--- src/rtl/ucontroller_pkg.sv ---
// Shared types and constants for the 12-bit microcontroller sequencer.
package ucontroller_pkg;

   localparam logic [1:0] T_CTRL = 2'b00;
   localparam logic [1:0] T_JUMP = 2'b01;
   localparam logic [1:0] T_MEM  = 2'b10;
   localparam logic [1:0] T_IMM  = 2'b11;

   localparam logic [1:0] CTL_HALT = 2'b01;

   localparam logic [3:0] M_ADD  = 4'b0000;
   localparam logic [3:0] M_SUB  = 4'b0001;
   localparam logic [3:0] M_STA  = 4'b0010;
   localparam logic [3:0] M_LDA  = 4'b0011;
   localparam logic [3:0] M_AND  = 4'b0100;
   localparam logic [3:0] M_OR   = 4'b0101;
   localparam logic [3:0] M_XOR  = 4'b0110;
   localparam logic [3:0] M_SHL  = 4'b0111;
   localparam logic [3:0] M_INC  = 4'b1000;
   localparam logic [3:0] M_DEC  = 4'b1001;
   localparam logic [3:0] M_CMPL = 4'b1111;

   localparam logic [1:0] C_ALW = 2'b00;
   localparam logic [1:0] C_Z   = 2'b01;
   localparam logic [1:0] C_C   = 2'b10;
   localparam logic [1:0] C_N   = 2'b11;

   localparam int SR_V = 0;
   localparam int SR_N = 1;
   localparam int SR_C = 2;
   localparam int SR_Z = 3;

   typedef enum logic [2:0] {
      S_IDLE,
      S_FETCH,
      S_DECODE,
      S_EXEC,
      S_HALTED
   } state_t;

   // flag_mask is aligned with sr[2:0] = {C,N,V}
   typedef struct packed {
      logic [1:0] typ;
      logic [3:0] mode;
      logic [5:0] addr;
      logic [7:0] imm;
      logic [1:0] cond;
      logic [7:0] target;
      logic       jump;
      logic       halt;
      logic       alu_use;
      logic       acc_we;
      logic       mem_we;
      logic [2:0] flag_mask;
   } dec_t;

endpackage

--- src/rtl/alu_seq_decode.sv ---
// Combinational instruction decode: ir to control bundle.
module alu_seq_decode
   import ucontroller_pkg::*;
(
   input  logic [11:0] ir,
   output dec_t        dec
);

   always_comb begin
      dec        = '0;
      dec.typ    = ir[11:10];
      dec.mode   = ir[9:6];
      dec.addr   = ir[5:0];
      dec.imm    = {2'b00, ir[5:0]};
      dec.cond   = ir[9:8];
      dec.target = ir[7:0];
      unique case (ir[11:10])
         T_CTRL: dec.halt = (ir[9:8] == CTL_HALT);
         T_JUMP: dec.jump = 1'b1;
         T_MEM: begin
            dec.alu_use = 1'b1;
            dec.mem_we  = (ir[9:6] == M_STA);
            dec.acc_we  = (ir[9:6] != M_STA);
         end
         T_IMM: begin
            dec.alu_use = 1'b1;
            dec.acc_we  = (ir[9:6] != M_STA);
         end
         default: ;
      endcase
      if (dec.acc_we) begin
         unique case (ir[9:6])
            M_ADD, M_SUB, M_INC, M_DEC, M_CMPL:
               dec.flag_mask = 3'b111;
            M_SHL:
               dec.flag_mask = 3'b011;
            default:
               dec.flag_mask = 3'b000;
         endcase
      end
   end

endmodule

--- src/rtl/alu_sequencer.sv ---
// Fetch/decode/execute controller: pc, ir, acc, sr and ALU sequencing.
module alu_sequencer
   import ucontroller_pkg::*;
#(
   parameter int PC_W = 8,
   parameter int DA_W = 6
) (
   input  logic            clk,
   input  logic            rst,
   input  logic            start,
   output logic            halted,
   output logic [PC_W-1:0] imem_addr,
   input  logic [11:0]     imem_data,
   output logic [DA_W-1:0] dmem_addr,
   input  logic [7:0]      dmem_rdata,
   output logic            dmem_we,
   output logic [7:0]      dmem_wdata,
   output logic            alu_en,
   output logic [7:0]      alu_op1,
   output logic [7:0]      alu_op2,
   output logic [3:0]      alu_mode,
   output logic [3:0]      alu_cflags,
   input  logic [7:0]      alu_result,
   input  logic [3:0]      alu_flags,
   output logic [7:0]      acc_out,
   output logic [3:0]      sr_out
);

   state_t          state, nstate;
   logic [PC_W-1:0] pc;
   logic [11:0]     ir;
   logic [7:0]      acc;
   logic [3:0]      sr;
   dec_t            dec;
   logic            exec;
   logic            taken;

   alu_seq_decode u_dec (
      .ir  (ir),
      .dec (dec)
   );

   assign exec = (state == S_EXEC);

   always_comb begin
      taken = 1'b0;
      unique case (dec.cond)
         C_ALW: taken = 1'b1;
         C_Z:   taken = sr[SR_Z];
         C_C:   taken = sr[SR_C];
         C_N:   taken = sr[SR_N];
         default: taken = 1'b0;
      endcase
   end

   always_ff @(posedge clk or posedge rst) begin
      if (rst) state <= S_IDLE;
      else     state <= nstate;
   end

   always_comb begin
      nstate = state;
      unique case (state)
         S_IDLE, S_HALTED:
            if (start) nstate = S_FETCH;
         S_FETCH:  nstate = S_DECODE;
         S_DECODE: nstate = S_EXEC;
         S_EXEC:
            nstate = dec.halt ? S_HALTED : S_FETCH;
         default:  nstate = S_IDLE;
      endcase
   end

   always_ff @(posedge clk or posedge rst) begin
      if (rst) begin
         pc  <= '0;
         ir  <= '0;
         acc <= '0;
         sr  <= '0;
      end else begin
         if (state == S_DECODE) begin
            ir <= imem_data;
            pc <= pc + 1'b1;
         end
         if (exec) begin
            if (dec.jump && taken)
               pc <= PC_W'(dec.target);
            if (dec.acc_we) begin
               acc      <= alu_result;
               sr[SR_Z] <= (alu_result == 8'h00);
               sr[2:0]  <= (alu_flags[2:0] & dec.flag_mask)
                         | (sr[2:0] & ~dec.flag_mask);
            end
         end
      end
   end

   always_comb begin
      halted     = (state == S_HALTED);
      imem_addr  = pc;
      dmem_addr  = (state == S_DECODE) ? DA_W'(imem_data[5:0])
                                       : DA_W'(dec.addr);
      alu_en     = exec && dec.alu_use;
      alu_op1    = exec ? acc : 8'h00;
      alu_op2    = 8'h00;
      if (exec)
         alu_op2 = (dec.typ == T_MEM) ? dmem_rdata : dec.imm;
      alu_mode   = exec ? dec.mode : 4'h0;
      dmem_we    = exec && dec.mem_we;
      dmem_wdata = dmem_we ? alu_result : 8'h00;
      alu_cflags = sr;
      acc_out    = acc;
      sr_out     = sr;
   end

endmodule

--- config.mk ---
export PLATFORM = sky130hd
export DESIGN_NAME = alu_sequencer
export DESIGN_NICKNAME = d
export VERILOG_FILES = /design/src/rtl/ucontroller_pkg.sv /design/src/rtl/alu_seq_decode.sv /design/src/rtl/alu_sequencer.sv
export SDC_FILE = /design/constraint.sdc
export NUM_CORES = 1
export LEC_CHECK = 0
export CELL_PAD_IN_SITES_DETAIL_PLACEMENT = 1
export CELL_PAD_IN_SITES_GLOBAL_PLACEMENT = 1
export CORE_MARGIN = 1.5
export CORE_UTILIZATION = 28
export DETAILED_ROUTE_END_ITERATION = 12
export PLACE_DENSITY_LB_ADDON = 0.08
export SLEW_MARGIN = 0
export SYNTH_ARGS = -nofsm -noshare
export SYNTH_HDL_FRONTEND = slang
export SYNTH_HIERARCHICAL = 1
export SYNTH_SLANG_ARGS = --single-unit
--- constraint.sdc ---
create_clock -name clk -period 1.97 [get_ports clk]
set_input_delay 0.591 -clock clk [delete_from_list [all_inputs] [get_ports clk]]
set_output_delay 0.591 -clock clk [all_outputs]
set_load 0.1 [all_outputs]
# Word level (Yosys, flattened, before mapping)
# Cells that the tools add are included.
# op_classes
add_sub_neg,1
eq_ne,18
n_mux,19
bitwise_logic,4
n_reduce_logical,12
# ops
op,n
8-bit 2-to-1 mux,7
"4-bit == test, second input constant",3
3-bit one-hot mux with 4 select lines,1
3-bit 2-to-1 mux,3
"8-bit by 1-bit adder with 8-bit output, second input constant",1
"2-bit == test, second input constant",4
8-bit logical NOT,1
3-bit AND,2
"3-bit by 2-bit == test with 1-bit output, second input constant",2
6-bit 2-to-1 mux,1
3-bit one-hot mux with 2 select lines,1
5-bit OR reduction,1
"2-bit by 1-bit == test with 1-bit output, second input constant",2
"4-bit by 1-bit == test with 1-bit output, second input constant",1
"4-bit by 2-bit == test with 1-bit output, second input constant",1
"4-bit by 3-bit == test with 1-bit output, second input constant",1
2-bit logical NOT,2
4-bit logical NOT,1
4-bit 2-to-1 mux,1
"4-bit by 2-bit != test with 1-bit output, second input constant",1
1-bit one-hot mux with 4 select lines,1
2-bit OR reduction,2
"3-bit by 1-bit == test with 1-bit output, second input constant",1
"3-bit == test, second input constant",1
other kinds (8),12
# totals
register_bits,35
output_inout_bits,61
word_cells,59

# Longest topological paths before layout
# Gate-level depths: netlist (run 1).
# depth
ltp_word,7
mapped_depth,6
mapped_depth_nobuf,5

# Hierarchy
# Netlist (run 1), hierarchy kept.
# modules_own_cells
module,n_inst,cells_per_inst,area_each_um2,seq_area_each_um2
alu_sequencer,1,211,1916.8,875.8
alu_seq_decode,1,44,330.3,0.0

# Least setup slack after synthesis (run 1)
# No wires, ideal clock.
# synth_path
kind,reg2out
start,register ir[11]
end,output port alu_op2[0]
t_arrival_ns,2.433
path_slack_ns,-1.054
path_stages_with_launch,6
path_buffers,2
path_cell_list,dfrtp_1 buf_4 nor2b_1 clkbuf_1 mux2i_1 nor2_1
# synth_between
elab_chain_len,3
# synth_rtl
item,line,text
from (decl),alu_sequencer.sv:31,logic [11:0] ir;
from (signal assigned),alu_sequencer.sv:82,ir <= imem_data;
2-bit == test,alu_sequencer.sv:107,alu_op2 = (dec.typ == T_MEM) ? dmem_rdata : dec.imm;
8-bit 2-to-1 mux,alu_sequencer.sv:107,
8-bit 2-to-1 mux,alu_sequencer.sv:106,if (exec)
to (decl),alu_sequencer.sv:20,"output logic [7:0] alu_op2,"
# No other way between the ends.

==> impl_metrics.tcl, run 1 <==
set metrics [dict create \
    global_route.overflow_total 0 \
    synth-seq-cells 35 \
    cp.required_ns 1.38 \
    r2r_slack_ns 0.08 \
    endpoint_kind "output pin" \
    finalHoldWorstSlack_ns 0.569 \
    crit_chain "or3b_4, nor4_4, buf_6, and3_4, buf_12" \
    design.die.area_um2 8570 \
    fmaxAchievable_mhz 418 \
    clock_input_transition_at_the_sequential_cells_of_the_worst_setup_and_hold_paths_ns 0.07 \
    drt_wl_total_um 8320 \
    synth.area.top_cells "dfrtp_1 39%, buf_4 12%, nand2_1 11%" \
    tritoncts "built" \
    start_kind "register" \
    drtPass1Iterations 4 \
    netlist.top_cell.by_area "dfrtp_1" \
    worst_hold_path_type "register to register" \
    avgSynthCellArea_um2 8.81 \
    synth.lib_cells_used.distinct 41 \
    top_level_ports 96 \
    dominantRegCellSynth "dfrtp_1" \
    critical-path-slowest-cell "or3b_4" \
    route.vias.total 2200 \
    gp_routability_congestion 0.728 \
    dieWidth_um 92.6 \
    grt_pass1_vias 2378 \
    fillers 785 \
    report.final.slew_viol_count 0 \
    timing.max_cap.violations 0 \
    core_area_um2 7770 \
    initial_utilization_pct 28.9 \
    antenna_cells 0 \
    yosys_warnings 6 \
    failed_checks "setup timing" \
    worst_path_dominant_cell_family "simple AND/OR/NAND/NOR gates" \
    grt_start_max_net_pins 36 \
    avgRoutedWirePerCell_um 17.5 \
    die_height_um 92.6 \
    path_buf_inv 2 \
    ffs_w_async_s_r_synth_pct 100 \
    share_of_the_clock_period_used_by_the_worst_path_after_layout_pct 122 \
    finalHoldViolCount 0 \
    crit_arrival_ns 1.80 \
    timing.clock.skew_ns 0.00597 \
    groute.usage.overall_pct 20.1 \
    rows 32 \
    rsz_0062_raised_after_global_routing "yes" \
    port_buffers 94 \
    numClockSinks 35 \
    dp_hpwl_um 5380 \
    path_class "register to output pin" \
    critical-path-max-stage-delay_ns 0.41 \
    global_route_wire_length_before_repair_um 13200 \
    layout_setup_ws_ns -0.425 \
    synthesis.area_um2 2250 \
    netlist_top_cells_count "63 x nand2_1, 36 x buf_4, 35 x dfrtp_1" \
    yosysTopAreaCellShare_pct 39.0 \
    first_iter_violations 73 \
    max-clock-path-buffers 2 \
    clk_latency_ns 0.29 \
    synth.yosys.seq_area_share_pct 39.0 \
    post_synth_inst_count 255 \
    synth_edf_count 0 \
    post-synth-top-count-cell "nand2_1" \
    fraction_of_layout_instances_using_a_drive_strength_above_1_pct 60.3 \
    cts-buffers-inserted 5 \
    drc_errors 0 \
    route.antenna.remaining_nets 0 \
    final_net_count 408 \
    cp_max_fo 9 \
    period_minus_slack_ns 2.40 \
    root_buffer "clkbuf_8" \
    drt-vias-per-instance 4.63 \
    cts_hold_buffers 0 \
    outcome "complete, but fails checks" \
    area_growth_pct 114 \
    cts.htree.levels 2 \
    final-setup-viol-count 37 \
    grt_antenna_before_repair 0 \
]
-- layer usage --
layer / up-vias / track usage [%] / part of all wire (%)
met1: 1083 / 23.6 / 39
met4: 0 / 5.00 / 1.2
li1: 1044 / - / -
met3: 11 / 3.69 / 4.0
met5: - / 0 / 0
met2: 62 / 37.4 / 56
-- logic make-up (layout without fill, tap and decap cells) --
family,Yosys count,after routing,synth area share [%]
and+or+nand+nor,120,122,26.6
buffers and inverters,54,169,15.5
DFF,35,35,39.0
muxes,22,22,10.5
AOI/OAI and AO/OA,14,14,4.62
xor gates and xnor gates,8,8,3.12
adders and majority gates,1,1,0.557
other,1,2,0.167
-- placed cells by master (no fill, tap or decap), types with 3 or more instances in the layout --
cell type and instances:
buf_12 67, nand2_1 43, buf_4 39, clkdlybuf4s50_1 33, dfrtp_1 25, nand2_4 16
and2_4 14, buf_6 13, mux2_2 11, dfrtp_2 10, nor2_4 9, mux2i_4 8
and3_4 8, clkbuf_8 7, inv_1 6, xnor2_1 6, o21ai_0 6, nand2_2 4
or3b_4 3, nand4_1 3, nand3_1 3
-- state kept, by name, indices dropped and copies added (netlist names), named ones only --
register,cells
state,3
acc_out,8
alu_cflags,1
ir,12
imem_addr,8
-- metrics by stage --
stage	instance area, um2	utilization, %	setup TNS [ns]	cells	setup WS [ns]
2_1_floorplan	2460	-	-6.91	256	-0.416
3_3_place_gp	4110	53.0	-2.04	439	-0.158
3_5_place_dp	4110	53.0	-2.25	439	-0.159
4_1_cts	4700	60.5	-11.35	469	-0.448
5_1_grt	4800	61.8	-13.10	475	-0.485
6_report	4800	61.8	-10.99	475	-0.425
-- layout make-up --
cell class / instances / area (um2) / area share, %
flip-flops and latches: 35 / 888 / 18.5
well taps: 102 / 128 / 2.66
multi-input cells: 169 / 1490 / 31.0
inverters: 7 / 28.8 / 0.600
repair buffers: 154 / 2170 / 45.1
clock buffers: 8 / 100 / 2.09
-- worst reg2reg max path, cell delays in order, from the launching register on --
cell and delay [ns]:
dfrtp_1 0.41, buf_4 0.16, or3b_4 0.39, or4_4 0.43
xnor2_1 0.14, mux2_2 0.26
-- timing repair --
action,CTS,global route
gates cloned,4,1
setup endpoints to repair,38,53
pin swaps,32,13
buffers inserted,19,11
resized for setup,63,14
-- path summary, 6_finish.rpt --
check | from | to | cells after the start
worst max-delay path | ir[10]$_DFFE_PP0P_ | dmem_wdata[6] | 5
worst min-delay path | acc_out[0]$_DFFE_PP0P_ | acc_out[0]$_DFFE_PP0P_ | 1
worst max register to register | state[0]$_DFFE_PP0P_ | imem_addr[5]$_DFF_PP0_ | 5
worst min register to register | acc_out[0]$_DFFE_PP0P_ | acc_out[0]$_DFFE_PP0P_ | 1
max in group asynchronous | rst | acc_out[2]$_DFFE_PP0P_ | 3
min in group asynchronous | rst | imem_addr[4]$_DFF_PP0_ | 3
Power of run 1 is left out: the tool's default activity adds up to more than one toggle a clock period on the data nets, which glitch-free logic cannot reach.
==> inputs of run 2 (changes only) <==
--- a/config.mk
+++ b/config.mk
@@ -5,12 +5,14 @@
 export SDC_FILE = /design/constraint.sdc
 export NUM_CORES = 1
 export LEC_CHECK = 0
+export CAP_MARGIN = 30
 export CELL_PAD_IN_SITES_DETAIL_PLACEMENT = 1
 export CELL_PAD_IN_SITES_GLOBAL_PLACEMENT = 1
 export CORE_MARGIN = 1.5
 export CORE_UTILIZATION = 28
 export DETAILED_ROUTE_END_ITERATION = 12
 export PLACE_DENSITY_LB_ADDON = 0.08
+export SETUP_SLACK_MARGIN = 0.3
 export SLEW_MARGIN = 0
 export SYNTH_ARGS = -nofsm -noshare
 export SYNTH_HDL_FRONTEND = slang
==> run 2 against run 1 <==
The flow still finishes with violations (setup timing); register-to-register slack worse by 0.17 ns; worst hold slack better by 0.010 ns; utilization rose by 2.8 points.
==> impl_metrics.tcl, run 2 (synthesis results as in run 1) <==
set metrics [dict create \
    crit_arrival_ns 1.81 \
    top_register "ir" \
    dp_hpwl_um 5440 \
    avgRoutedWirePerCell_um 20.5 \
    drc_errors 0 \
    design.die.area_um2 8570 \
    cp_max_fo 5 \
    most-common-layout-cells "67 x buf_12, 38 x buf_4, 36 x nand2_1, 33 x clkdlybuf4s50_1, 22 x dfrtp_1" \
    timing.max_cap.violations 0 \
    final_net_count 414 \
    port_buffers 94 \
    mostFrequentLayoutCell "buf_12" \
    worst_hold_path_type "register to register" \
    initial_utilization_pct 28.9 \
    failed_checks "setup timing" \
    clk_latency_ns 0.29 \
    numClockSinks 35 \
    place_inst 437 \
    cts_hold_buffers 0 \
    tritoncts "built" \
    largest_register_ffs 12 \
    outcome "complete, but fails checks" \
    grt_start_max_net_pins 36 \
    fmaxAchievable_mhz 416 \
    global_route_wire_length_before_repair_um 13600 \
    period_minus_slack_ns 2.40 \
    drt-vias-per-instance 4.81 \
    r2r_slack_ns -0.09 \
    layout_setup_ws_ns -0.433 \
    route.antenna.remaining_nets 0 \
    finalHoldViolCount 0 \
    area_growth_pct 123 \
    max-clock-path-buffers 2 \
    core_area_um2 7770 \
    final-setup-viol-count 38 \
    share_of_the_clock_period_used_by_the_worst_path_after_layout_pct 122 \
    critical-path-slowest-cell "dfrtp_1" \
    timing.clock.skew_ns 0.00646 \
    root_buffer "clkbuf_8" \
    grt_antenna_before_repair 0 \
    dpl-instance-area_um2 4140 \
    fraction_of_layout_instances_using_a_drive_strength_above_1_pct 66.2 \
    first_iter_violations 70 \
    groute.usage.overall_pct 20.6 \
    start_kind "register" \
    cts.htree.levels 2 \
    layout.cells.non_filler 481 \
    path_class "register to output pin" \
    antenna_cells 0 \
    global_route.overflow_total 0 \
    drt_wl_total_um 9850 \
    rsz_0062_raised_after_global_routing "yes" \
    cts-buffers-inserted 5 \
    report.final.slew_viol_count 0 \
    die_height_um 92.6 \
    grt_pass1_vias 2459 \
    setup_tns_ns -12.29 \
    dieWidth_um 92.6 \
    cp.required_ns 1.38 \
    endpoint_kind "output pin" \
    top_level_ports 96 \
    route.vias.total 2313 \
    clock_input_transition_at_the_sequential_cells_of_the_worst_setup_and_hold_paths_ns 0.08 \
    crit_chain "buf_4, buf_6, buf_6, nor2b_4, buf_12, mux2i_4, nor2_4, buf_12" \
    rows 32 \
    gp_routability_congestion 0.766 \
    critical-path-max-stage-delay_ns 0.39 \
    final_cell_area_um2 5020 \
    drtPass1Iterations 4 \
]
run 2: cell count changes in the layout (fill, tap and decap cells not counted), sizes merged:
cell / previous run / this run
bufbuf: 0 / 1
nand2: 64 / 63
clkinvlp: 0 / 2
buf: 121 / 127
or3b: 3 / 2
inv: 7 / 6
run 2: path summary, 6_finish.rpt:
path | startpoint | to | depth (start not counted)
worst min register to register | acc_out[4]$_DFFE_PP0P_ | acc_out[4]$_DFFE_PP0P_ | 1
worst max-delay path | ir[10]$_DFFE_PP0P_ | alu_op2[1] | 8
min in group asynchronous | rst | imem_addr[1]$_DFF_PP0_ | 3
worst max register to register | state[0]$_DFFE_PP0P_ | imem_addr[5]$_DFF_PP0_ | 6
max in group asynchronous | rst | async pin | 3
worst min-delay path | acc_out[4]$_DFFE_PP0P_ | acc_out[4]$_DFFE_PP0P_ | 1
run 2: per-stage QoR:
stage / hold slack [ns] / setup WS [ns] / utilization [%]
final: 0.579 / -0.433 / 64.6
after global routing: 0.591 / -0.503 / 64.6
after CTS: 0.583 / -0.419 / 62.2
after detailed placement: 0.531 / -0.141 / 53.3
after global placement: 0.527 / -0.125 / 53.3
after floorplan: 0.494 / -0.416 / -
run 2: metal layers:
metal / global-route usage (%) / share of wire (%) / wire (um)
met1: 22.8 / 36 / 3560
met2: 40.5 / 58 / 5690
met4: 5.13 / 2.9 / 284
met3: 3.04 / 3.2 / 315
met5: 0 / 0 / 0
run 2: worst max-delay path, delay by kind of cell, from the launching register on:
| family | cells | cell delay (ns) |
|---|---|---|
| flip-flops | 1 | 0.39 |
| AND/OR/NAND/NOR | 2 | 0.21 |
| buffers and inverters | 5 | 0.67 |
| multiplexers | 1 | 0.25 |
run 2: what timing repair did:
action                     CTS  global route
gates resized for setup     83            26
setup buffers               21            10
setup endpoints to repair   54            60
gates cloned                 4             1
pin swaps                   31            14
run 2: area by class of cell:
class                           instances  area, um2
Clock buffer                            7       96.3
Clock inverter                          1       7.51
Fill cell                             754       2750
Inverter                                7       30.0
Multi-Input combinational cell        167       1600
Sequential cell                        35        892
Tap cell                              102        128
Timing Repair Buffer                  162       2270
Power of run 2 is left out for the same reason.
